**src/rtl/mouse_pkg.sv**
```systemverilog
// Shared types and constants for the PS/2 mouse packet assembler.
// Byte1 bit positions follow the standard PS/2 stream packet layout.
package mouse_pkg;

  typedef enum logic [2:0] {
    SEND,
    WAIT_TX,
    WAIT_ACK,
    B1,
    B2,
    B3
  } state_e;

  localparam logic [7:0] PS2_CMD_STREAM_EN = 8'hF4;
  localparam logic [7:0] PS2_ACK           = 8'hFA;

  localparam int TMR_W = 24;

  localparam int BTN_L = 0;
  localparam int BTN_R = 1;
  localparam int BTN_M = 2;
  localparam int SYNC  = 3;
  localparam int XS    = 4;
  localparam int YS    = 5;
  localparam int XO    = 6;
  localparam int YO    = 7;

endpackage

```
**src/rtl/mouse_packet_assembler_timeout_counter.sv**
```systemverilog
// Saturating idle counter with synchronous clear and a terminal-count flag.
// One instance serves both the ack wait and the inter-byte wait.
module timeout_counter #(
  parameter int W = 24
) (
  input  logic         clk,
  input  logic         reset,
  input  logic         i_clr,
  input  logic         i_en,
  input  logic [W-1:0] i_tc_val,
  output logic         o_tc
);

  logic [W-1:0] r_cnt;

  // NOTE: sequential state uses non-blocking assignments so every register
  // samples the pre-edge values of its neighbours.
  always_ff @(posedge clk) begin
    if (reset || i_clr) begin
      r_cnt <= '0;
    end else if (i_en && (r_cnt != {W{1'b1}})) begin
      r_cnt <= r_cnt + W'(1);
    end
  end

  assign o_tc = i_en && (r_cnt == i_tc_val);

endmodule

```
**src/rtl/mouse_packet_assembler.sv**
```systemverilog
// Enables PS/2 mouse streaming, then assembles 3-byte packets into signed
// 9-bit X/Y movement and button state, resynchronising on framing errors.
module mouse_packet_assembler
  import mouse_pkg::*;
#(
  parameter logic [7:0]       CMD_EN       = PS2_CMD_STREAM_EN,
  parameter logic [7:0]       ACK_BYTE     = PS2_ACK,
  parameter logic [TMR_W-1:0] ACK_TIMEOUT  = 24'd10_000_000,
  parameter logic [TMR_W-1:0] BYTE_TIMEOUT = 24'd2_000_000
) (
  input  logic       clk,
  input  logic       reset,
  input  logic [7:0] rx_data,
  input  logic       rx_done_tick,
  input  logic       tx_done_tick,
  output logic [7:0] tx_data,
  output logic       wr_ps2,
  output logic [8:0] xm,
  output logic [8:0] ym,
  output logic [2:0] btnm,
  output logic       m_done_tick,
  output logic       init_done,
  output logic       frame_err
);

  state_e           r_state;
  state_e           w_state_next;
  logic [7:0]       r_byte1;
  logic [7:0]       r_byte2;
  logic             r_wr_ps2;
  logic [8:0]       r_xm;
  logic [8:0]       r_ym;
  logic [2:0]       r_btnm;
  logic             r_m_done_tick;
  logic             r_init_done;
  logic             r_frame_err;
  logic             w_tmr_en;
  logic             w_tmr_clr;
  logic             w_tmr_tc;
  logic [TMR_W-1:0] w_tc_val;

  // Ack and inter-byte waits never overlap, so the limit just follows the state.
  assign w_tmr_en  = (r_state == WAIT_ACK) || (r_state == B2) || (r_state == B3);
  assign w_tmr_clr = rx_done_tick || (w_state_next != r_state);
  assign w_tc_val  = (r_state == WAIT_ACK) ? (ACK_TIMEOUT - TMR_W'(1))
                                           : (BYTE_TIMEOUT - TMR_W'(1));

  timeout_counter #(
    .W(TMR_W)
  ) u_timeout (
    .clk     (clk),
    .reset   (reset),
    .i_clr   (w_tmr_clr),
    .i_en    (w_tmr_en),
    .i_tc_val(w_tc_val),
    .o_tc    (w_tmr_tc)
  );

  always_ff @(posedge clk) begin
    if (reset) r_state <= SEND;
    else       r_state <= w_state_next;
  end

  // NOTE: the default assignment first keeps every path assigned, so no
  // latch is inferred for the next-state signal.
  always_comb begin
    w_state_next = r_state;
    case (r_state)
      SEND:     w_state_next = WAIT_TX;
      WAIT_TX:  if (tx_done_tick) w_state_next = WAIT_ACK;
      WAIT_ACK: begin
        if (rx_done_tick) begin
          if (rx_data == ACK_BYTE) w_state_next = B1;
        end else if (w_tmr_tc) begin
          w_state_next = SEND;
        end
      end
      B1:       if (rx_done_tick && rx_data[SYNC]) w_state_next = B2;
      B2:       if (rx_done_tick) w_state_next = B3;
                else if (w_tmr_tc) w_state_next = B1;
      B3:       if (rx_done_tick || w_tmr_tc) w_state_next = B1;
      default:  w_state_next = SEND;
    endcase
  end

  always_ff @(posedge clk) begin
    if (reset) begin
      r_byte1       <= '0;
      r_byte2       <= '0;
      r_wr_ps2      <= 1'b0;
      r_xm          <= '0;
      r_ym          <= '0;
      r_btnm        <= '0;
      r_m_done_tick <= 1'b0;
      r_init_done   <= 1'b0;
      r_frame_err   <= 1'b0;
    end else begin
      r_wr_ps2      <= (r_state == SEND);
      r_m_done_tick <= 1'b0;
      r_frame_err   <= 1'b0;
      case (r_state)
        WAIT_ACK: if (rx_done_tick && (rx_data == ACK_BYTE)) r_init_done <= 1'b1;
        B1: begin
          if (rx_done_tick) begin
            if (rx_data[SYNC]) r_byte1     <= rx_data;
            else               r_frame_err <= 1'b1;
          end
        end
        B2: begin
          if (rx_done_tick)  r_byte2     <= rx_data;
          else if (w_tmr_tc) r_frame_err <= 1'b1;
        end
        B3: begin
          if (rx_done_tick) begin
            r_xm          <= r_byte1[XO] ? 9'd0 : {r_byte1[XS], r_byte2};
            r_ym          <= r_byte1[YO] ? 9'd0 : {r_byte1[YS], rx_data};
            r_btnm        <= {r_byte1[BTN_M], r_byte1[BTN_R], r_byte1[BTN_L]};
            r_m_done_tick <= 1'b1;
          end else if (w_tmr_tc) begin
            r_frame_err <= 1'b1;
          end
        end
        default: ;
      endcase
    end
  end

  assign tx_data     = CMD_EN;
  assign wr_ps2      = r_wr_ps2;
  assign xm          = r_xm;
  assign ym          = r_ym;
  assign btnm        = r_btnm;
  assign m_done_tick = r_m_done_tick;
  assign init_done   = r_init_done;
  assign frame_err   = r_frame_err;

endmodule

```
**config.mk**
```make
export PLATFORM = sky130hd
export DESIGN_NAME = mouse_packet_assembler
export DESIGN_NICKNAME = d
export VERILOG_FILES = /design/src/rtl/mouse_pkg.sv /design/src/rtl/mouse_packet_assembler_timeout_counter.sv /design/src/rtl/mouse_packet_assembler.sv
export SDC_FILE = /design/constraint.sdc
export NUM_CORES = 1
export LEC_CHECK = 0
export CAP_MARGIN = 15
export CORE_ASPECT_RATIO = 0.7
export CORE_MARGIN = 4
export CORE_UTILIZATION = 52
export CTS_CLUSTER_SIZE = 28
export DETAILED_ROUTE_END_ITERATION = 10
export DONT_BUFFER_PORTS = 1
export PLACE_DENSITY_LB_ADDON = 0.05
export SETUP_SLACK_MARGIN = 0.3
export SLEW_MARGIN = 20
export SYNTH_ARGS = -nofsm -noshare
export SYNTH_HDL_FRONTEND = slang
export SYNTH_SLANG_ARGS = --single-unit
```
**constraint.sdc**
```tcl
create_clock -name clk -period 2.4 [get_ports clk]
set_input_delay 0.24 -clock clk [delete_from_list [all_inputs] [get_ports clk]]
set_output_delay 0.24 -clock clk [all_outputs]
set_load 0.01 [all_outputs]
```
==> impl_metrics.ini <==
[status]
status = finished, final reports clean

[pwr]
switching_power_mw = 0.5121
p_int_mw = 1.743
power.total_mw = 2.255
seqPwrFrac = 0.503
comb_power_share = 0.045
clockPowerShare = 0.452
p_leak_nw = 1.111
power.density_nw_per_um2 = 651.1
peakVddDrop_uv = 329.8
p_sw_frac = 0.2271

[sta]
worst_slew_pin_slew_ps = 560.7
finalSetupTns_ps = 0
post-route-period-util = 0.8361
hold_viol_final = 0
finalSetupViolCount = 0
slew_violations = 0
skew_ps = 10.39
slew_headroom = 0.6251
period_minus_slack_ps = 2007
fin_ws_ps = 393.5
rsz0062_at_grt = yes
fmax_mhz = 498.4

[setup_path]
path_depth = 6
crit_buf_inv = 1
crit_path_end_kind = flop
worst-path-max-fanout = 9
path_class = reg2reg
r2r_cells = 6
slowest_stage = dfxtp_1
timing.rr.end = u_timeout.r_cnt[15]
startpoint_type = flop
cp_top_family = compound AO/OA/AOI/OAI gates
crit_end = u_timeout.r_cnt[15]
slowest_delay_ps = 550
worstPathRequired_ps = 2660
startpoint = r_state[2]
crit_chain = nor2b_1, buf_4, o211ai_4, a31o_4, or3_1, a211oi_2
arrival_ps = 2270
regToRegSetupSlack_ps = 390
r2r_start = r_state[2]

[floorplanning]
rows = 23
initial_core_util = 0.5490
coreArea_um2 = 5871
die_y_um = 73.87
fp.dieW_um = 102.1
pin_count = 45
dieArea_um2 = 7542

[clocking]
ctsHtreeMaxLevel = 3
numClockSinks = 67
clock_tree.buffer_depth = 2
cts_tree = yes
cts_root_buffer = clkbuf_8
clock_latency_ps = 340
clkTransAtPathRegs_ps = 80
post_cts_buffers = 0
numCtsBuffers = 9

[global_routing]
grt_max_degree = 43
grt_overflow_total = 0
antenna_found_initial = 0
first_global_vias = 2288
grt_pass1_wl_mm = 12.08
track_usage = 0.2092

[place]
place_ws_ps = 297.5
hpwl_mm = 5.055
io_buffer_count = 0
dpl_cell_area_um2 = 3219
place.gp.congestion = 0.8626
dp.cells = 422

[synthesis]
ys_warn_count = 0
synth_edf_count = 0
synth-seq-area-share = 0.4161
synth.cell_area_um2 = 3223
ys_types = 54
ys_seq_elements = 67
synth_common_cells = dfxtp_1, nand2_1, nor2_1
synth_cells = 363
syn_avg_cell_area_um2 = 8.879
synth.most_common_cell = dfxtp_1
synth_ff_type = dfxtp_1
synth_async_sr_flop_share = 0
synth_top_area_frac = 0.4161
synth.largest_area_cell = dfxtp_1
synth.area.top_cells = dfxtp_1, mux2i_1, a21oi_1

[final_layout]
final_cell_area_um2 = 3463
num-fill-cells = 524
fin_cells = 439
fin_nets = 372
area_delta_synth_final_pct = 7.453
antenna_cells = 0
drive_gt1_frac = 0.1154

[detailed_routing]
route.detailed.drc = 0
vias = 2579
drt_wl_total_mm = 7.392
vias_per_cell = 5.875
drtPass1Iterations = 5
antenna_left = 0
wl_per_cell_um = 16.84
drtIter0Drc = 210

[run]
max_cap_violations = 0

[min_path]
hold_path_class = in2reg
==> stage by stage <==
step | hold WS [ps] | utilization
after floorplan | 383.9 | -
after detailed placement | 315.4 | 0.5484
after global placement | 314.3 | 0.5484
after CTS | 31.86 | 0.5891
after global routing | 38.97 | 0.5899
final | 44.83 | 0.5899
==> how the worst min path moves through the flow <==
stage	start	endpoint	slack [ps]	cells after the start
after floorplan	rx_data[0]	r_byte1[0]	380	2
after global placement	reset	xm[5]	310	1
after detailed placement	reset	xm[3]	320	1
after CTS	rx_data[6]	r_byte2[6]	30	2
after global routing	rx_data[0]	r_byte1[0]	40	2
final	rx_data[6]	r_byte2[6]	40	2
==> repair_timing <==
item,in CTS,in global routing
resized for setup,1,4
pin swaps,0,0
endpoints found under the setup margin,2,12
endpoints found under the hold margin,42,0
hold buffers,1,0
==> layout by cell type, fill, tap and decap left out, types with 4 or more instances in the layout <==
master	n
a21oi_1	31
clkbuf_8	9
mux2i_1	16
and2_1	4
o21ai_0	5
a311oi_1	4
xnor2_1	15
nand3_1	8
nor4_1	6
nand2_1	36
inv_1	5
nor2_1	32
nor3_1	14
and3_1	4
nand3b_1	18
dfxtp_1	66
buf_4	9
nand4_1	8
or3_1	5
conb_1	8
==> power by group through the flow <==
| stage | Sequential [mW] | Combinational (mW) | Clock, mW |
|---|---|---|---|
| 4_1_cts | 1.13 | 0.0999 | 1.05 |
| 3_5_place_dp | 1.16 | 0.0857 | 0 |
| 3_3_place_gp | 1.16 | 0.0867 | 0 |
| 5_1_grt | 1.14 | 0.112 | 1.09 |
| 6_report | 1.13 | 0.102 | 1.02 |
| 2_1_floorplan | 1.15 | 0.101 | 0 |
==> cell type report <==
type / instances / area [um^2] / area share
clock buffers: 10 / 127.6 / 0.03685
clock inverters: 6 / 90.09 / 0.02601
inverters: 5 / 18.77 / 0.005419
multi-input cells: 265 / 1683 / 0.4859
flip-flops and latches: 67 / 1343 / 0.3876
well taps: 75 / 93.84 / 0.02710
repair buffers: 11 / 107.6 / 0.03107
==> state kept, by name (all words and copies together) (netlist names) <==
name	cells
u_timeout.r_cnt	24
xm	9
ym	9
r_byte2	8
r_byte1	7
btnm	3
r_state	3
frame_err	1
init_done	1
m_done_tick	1
wr_ps2	1
==> logic make-up after synthesis <==
family / share of synthesized area
AOI/OAI and AO/OA: 0.1386
other: 0.002330
buffers and inverters: 0.07026
DFF: 0.4162
muxes: 0.04969
and+or+nand+nor: 0.2702
xor gates and xnor gates: 0.04892
adders and majority gates: 0.003881
==> worst register-to-register path: stages, from the launching register on <==
cell and delay, ps:
dfxtp_1 550, nor2b_1 230, buf_4 190, o211ai_4 140, a31o_4 260, or3_1 360, a211oi_2 200
==> per-layer routing <==
metal / vias up / routed length (um) / GRT usage
li1: 1274 / - / -
met3: 7 / 601 / 0.05787
met5: - / 0 / 0
met1: 1189 / 3900 / 0.3397
met2: 109 / 2832 / 0.2534
met4: 0 / 57 / 0.06696
(Power assumes the default switching activity.)
==> RTL edit 1, RTL diff (same flow settings) <==
The package constant `TMR_W` goes from 24 to 36.
--- a/src/rtl/mouse_pkg.sv
+++ b/src/rtl/mouse_pkg.sv
@@ -14,7 +14,7 @@
   localparam logic [7:0] PS2_CMD_STREAM_EN = 8'hF4;
   localparam logic [7:0] PS2_ACK           = 8'hFA;
 
-  localparam int TMR_W = 24;
+  localparam int TMR_W = 36;
 
   localparam int BTN_L = 0;
   localparam int BTN_R = 1;
Behaviour: no difference found for any inputs over 10 cycles, from zero or initial values and one cycle with reset high; that may be too few to reach the edited logic, so the function may still have changed.
==> RTL edit 1 against the unedited design <==
- cell area is 26% higher
- largest power group unchanged
- combinational power up 57%
- power up 11%
- highest routed layer unchanged
- synthesized area grew 11%
- critical path type unchanged
- worst setup slack got worse by 0.087 ns
- utilization rose by 6.0 points
- critical path depth up 1
- sequential share of layout area is 2.0 points lower
- routed wire length up 27%
- sequential cell count up 12
==> RTL edit 1: results (changes against the unedited design) <==
| Metric | Value |
|---|---|
| Cell area after placement | `3740 sq um (+16%)` |
| Setup fix buffers added after clock tree synthesis | `3 (+3)` |
| Number of instances resized during post-cts repair | `6 (+5)` |
| Count of hold buffers inserted by post-cts repair | `8 (+7)` |
| Initial DRT Pass Iterations | `4 (-1)` |
| DP Cell Count | `496 (+18%)` |
| Cell types with the highest counts after synthesis | `79 x dfxtp_1, 43 x a21oi_1, 24 x nor2_1, 24 x or3_1` |
| Post-Route Skew | `0.00856 ns (-0.00183 ns)` |
| Max IR drop VDD | `0.354 mV (+7.4%)` |
| Number of flip-flops in the largest register | `36 (+50%)` |
| Result of the run | `completed` |
| Synth top area cells | `dfxtp_1 44%, a21oi_1 6.0%, or3_1 4.2%` |
| Vias in the first global route | `2769 (+21%)` |
| Sequential share of power | `52.8% (+2.5 points)` |
| DRT iter0 DRCs | `216 (+2.9%)` |
| Fraction of final layout cells sized beyond drive strength 1 | `21.7% (+10 points)` |
| Power dissipated by switching net loads | `0.606 mW (+18%)` |
| GR Util All Layers | `21.4% (+0.44 points)` |
| Minimum setup slack after placement | `0.186 ns (-0.112 ns)` |
| Sequential element share of the synthesized area | `44.1% (+2.5 points)` |
| Pin count of the biggest net entering global routing | `37 (-14%)` |
| Vias per Instance | `6.08 (+3.4%)` |
| Source-to-sink clock delay at the later pin of the worst-skew pair | `0.36 ns (+0.02 ns)` |
| First-pass GRT wire length | `14.2 mm (+17%)` |
| Reported combinational group power | `0.160 mW (+57%)` |
| Number of distinct library cells after synthesis | `56 (+3.7%)` |
| Leakage power figure | `1.42 nW (+28%)` |
| Post-detailed-placement half-perimeter wirelength | `5.77 mm (+14%)` |
| Max stage delay on crit path | `0.43 ns (-0.12 ns)` |
| Critical Path AT | `2.33 ns (+0.06 ns)` |
| Number of nets in the finished design | `459 (+23%)` |
## RTL edit 1: changes by cell type after synthesis, moves of 15 or more
cell / before / now
or3_1: 5 / 24
nand3b_1: 18 / 1
a22o_1: 0 / 17
nand3_1: 8 / 23
## RTL edit 1: layer usage
metal,vias to the layer above,track usage (%),part of all wire [%]
li1,1595,-,-
met1,1592,33.6,50
met2,116,27.8,42
met3,8,6.90,7.2
met4,0,4.60,0.91
met5,-,0,0
## RTL edit 1: cells by family (layout without fill, tap and decap cells)
logic type / count (synthesis) / in the layout / share of synthesized area (%)
flip-flops: 79 / 79 / 44.1
other: 2 / 8 / 0.209
buffers and inverters: 35 / 78 / 5.37
XOR/XNOR: 2 / 2 / 0.488
AND/OR/NAND/NOR: 160 / 160 / 25.6
AO/OA/AOI/OAI: 111 / 111 / 20.5
adder cells (fa/ha/maj): 1 / 1 / 0.349
multiplexers: 12 / 12 / 3.35
## RTL edit 1: cell type report
type,instances,area (sq um),area share [%]
Sequential cell,79,1610,36.8
Inverter,12,45.0,1.03
Clock inverter,6,70.1,1.60
Multi-Input combinational cell,294,1920,43.9
Timing Repair Buffer,50,474,10.8
Tap cell,94,118,2.69
Clock buffer,10,138,3.15
## RTL edit 1: worst paths after layout
path / startpoint / to / slack (ns) / depth (start not counted)
setup / recovery: r_state[1]$_SDFF_PP0_ / u_timeout.r_cnt[2]$_SDFFE_PP0P_ / 0.31 / 7
hold reg to reg: r_byte1[6]$_SDFFE_PP0P_ / r_byte1[6]$_SDFFE_PP0P_ / 0.46 / 2
hold / removal: rx_data[3] / r_byte1[6]$_SDFFE_PP0P_ / 0.02 / 2
setup reg to reg: r_state[1]$_SDFF_PP0_ / u_timeout.r_cnt[2]$_SDFFE_PP0P_ / 0.31 / 7
==> RTL edit 2, RTL diff (same flow settings) <==
Without the edit above. Register the output `ym` once more, without a reset; this adds one clock of latency there. The other outputs are not delayed to match.
--- a/src/rtl/mouse_packet_assembler.sv
+++ b/src/rtl/mouse_packet_assembler.sv
@@ -128,7 +128,9 @@
   assign tx_data     = CMD_EN;
   assign wr_ps2      = r_wr_ps2;
   assign xm          = r_xm;
-  assign ym          = r_ym;
+  always_ff @(posedge clk) begin
+    ym <= r_ym;
+  end
   assign btnm        = r_btnm;
   assign m_done_tick = r_m_done_tick;
   assign init_done   = r_init_done;
Check against the original RTL: not equivalent (Yosys sat finds a counterexample within 10 cycles, from zero or initial values and one cycle with reset high).
==> RTL edit 2 against the unedited design <==
- routed wire length down 5.4%
- sequential cell count up 9
- non-clock buffer count up 15
- clock skew down 0.00081 ns
- global-route usage down 0.57 points
- power up 10%
- hold slack worse by 0.022 ns
- cell area up 5.7%
- maximum frequency down 3.7%
- combinational power up 57%
- synthesized area down 2.6%
- worst setup slack worse by 0.077 ns
- sequential share of layout area up 3.2 points
- critical path type unchanged
- highest routed layer unchanged
==> RTL edit 2: results (changes against the unedited design) <==
| Metric | Value |
|---|---|
| Wire length on met1 | `3.51 mm (-10%)` |
| Share of the synthesized area in compound gates (AO/OA/AOI/OAI) | `12.0% (-1.8 points)` |
| Cell types with the highest counts after synthesis | `76 x dfxtp_1, 37 x nor2_1, 19 x nand2_1, 17 x a22o_1, 17 x xor2_1` |
| WL/cell | `16.6 microns (-1.6%)` |
| Weighted congestion at the end of routability-driven global placement | `0.819 (-5.1%)` |
| Post-synthesis register bit count | `76 (+13%)` |
| Multi-input gate share of the layout cell area | `42.6% (-6.0 points)` |
| Syn-to-layout area delta | `16.5%` |
| Synth top area cells | `dfxtp_1 48%, a22o_1 4.7%, xor2_1 4.7%` |
| Multiplexer share of the synthesized area | `4.30% (-0.67 points)` |
| Fill cell count | `486 (-7.3%)` |
| Non-Clock Inverter Count | `4 (-1)` |
| Worst reg2reg path depth | `8 (+2)` |
| Non-Clock Buffer Count | `26 (+15)` |
| Sequential element share of the synthesized area | `48.4% (+6.8 points)` |
| Detail Route met3 WL | `554 microns (-7.8%)` |
| Result of the run | `completed` |
| Pin count of the biggest net entering global routing | `27 (-37%)` |
| M2 GR Usage | `28.0% (+2.7 points)` |
| FF-to-FF setup slack | `0.32 ns (-0.08 ns)` |
| Vias in the first global route | `2254 (-1.5%)` |
| Post-Route Skew | `0.00958 ns (-0.000812 ns)` |
| Detailed route wirelength on metal2 | `2.80 mm (-1.1%)` |
| Routing usage on met1 | `29.1% (-4.8 points)` |
| Layout multi-input combinational cell count | `226 (-15%)` |
| Number of nets in the finished design | `356 (-4.3%)` |
| Fraction of final layout cells sized beyond drive strength 1 | `21.3% (+9.8 points)` |
| Initial DRT Pass Iterations | `4 (-1)` |
| Worst slew margin relative to its limit | `32.2% (-30 points)` |
==> RTL edit 2: cell types whose count changed in the layout (fill, tap and decap cells not counted), sizes merged, moves of 5 or more <==
cell	unedited run	this run
xor2	3	17
nand2	37	19
dfxtp	67	76
buf	11	23
nand3b	18	2
o21ai	5	11
a21oi	32	14
a22o	0	17
nor2	32	37
nand3	8	14
xnor2	15	7
==> RTL edit 2: timing repair <==
item | 4_1_cts | 5_1_grt
endpoints found under the hold margin | 26 | 1
pin swaps | 4 | 11
buffers inserted | 6 | 1
endpoints found under the setup margin | 13 | 21
resized for setup | 16 | 9
hold buffers | 1 | 1
cloned | 2 | 0
==> RTL edit 2: logic make-up (layout without fill, tap and decap cells) <==
| kind of cell | after synthesis | after routing |
|---|---|---|
| AO/OA/AOI/OAI | 53 | 53 |
| XOR/XNOR | 24 | 24 |
| adder cells (fa/ha/maj) | 1 | 1 |
| buffers and inverters | 28 | 45 |
| flip-flops | 76 | 76 |
| multiplexers | 13 | 13 |
| other | 2 | 8 |
| AND/OR/NAND/NOR | 127 | 127 |
==> RTL edit 2: critical path: stages (launching register included) <==
cell	delay [ns]
dfxtp_2	0.36
nor4_4	0.30
nand3_1	0.16
a211oi_4	0.27
buf_4	0.16
mux2_4	0.33
xnor2_4	0.14
buf_6	0.15
nor3_2	0.14
==> RTL edit 2: power by group <==
group / total, mW / internal [mW] / switching (mW)
clock network: 1.05 / 0.581 / 0.465
logic: 0.160 / 0.0672 / 0.0929
registers: 1.28 / 1.27 / 0.0100
==> RTL edit 2: per-stage QoR <==
stage	instances	setup WS, ns
2_1_floorplan	330	0.387
3_3_place_gp	395	0.269
3_5_place_dp	396	0.213
4_1_cts	420	0.300
5_1_grt	422	0.167
6_report	422	0.317
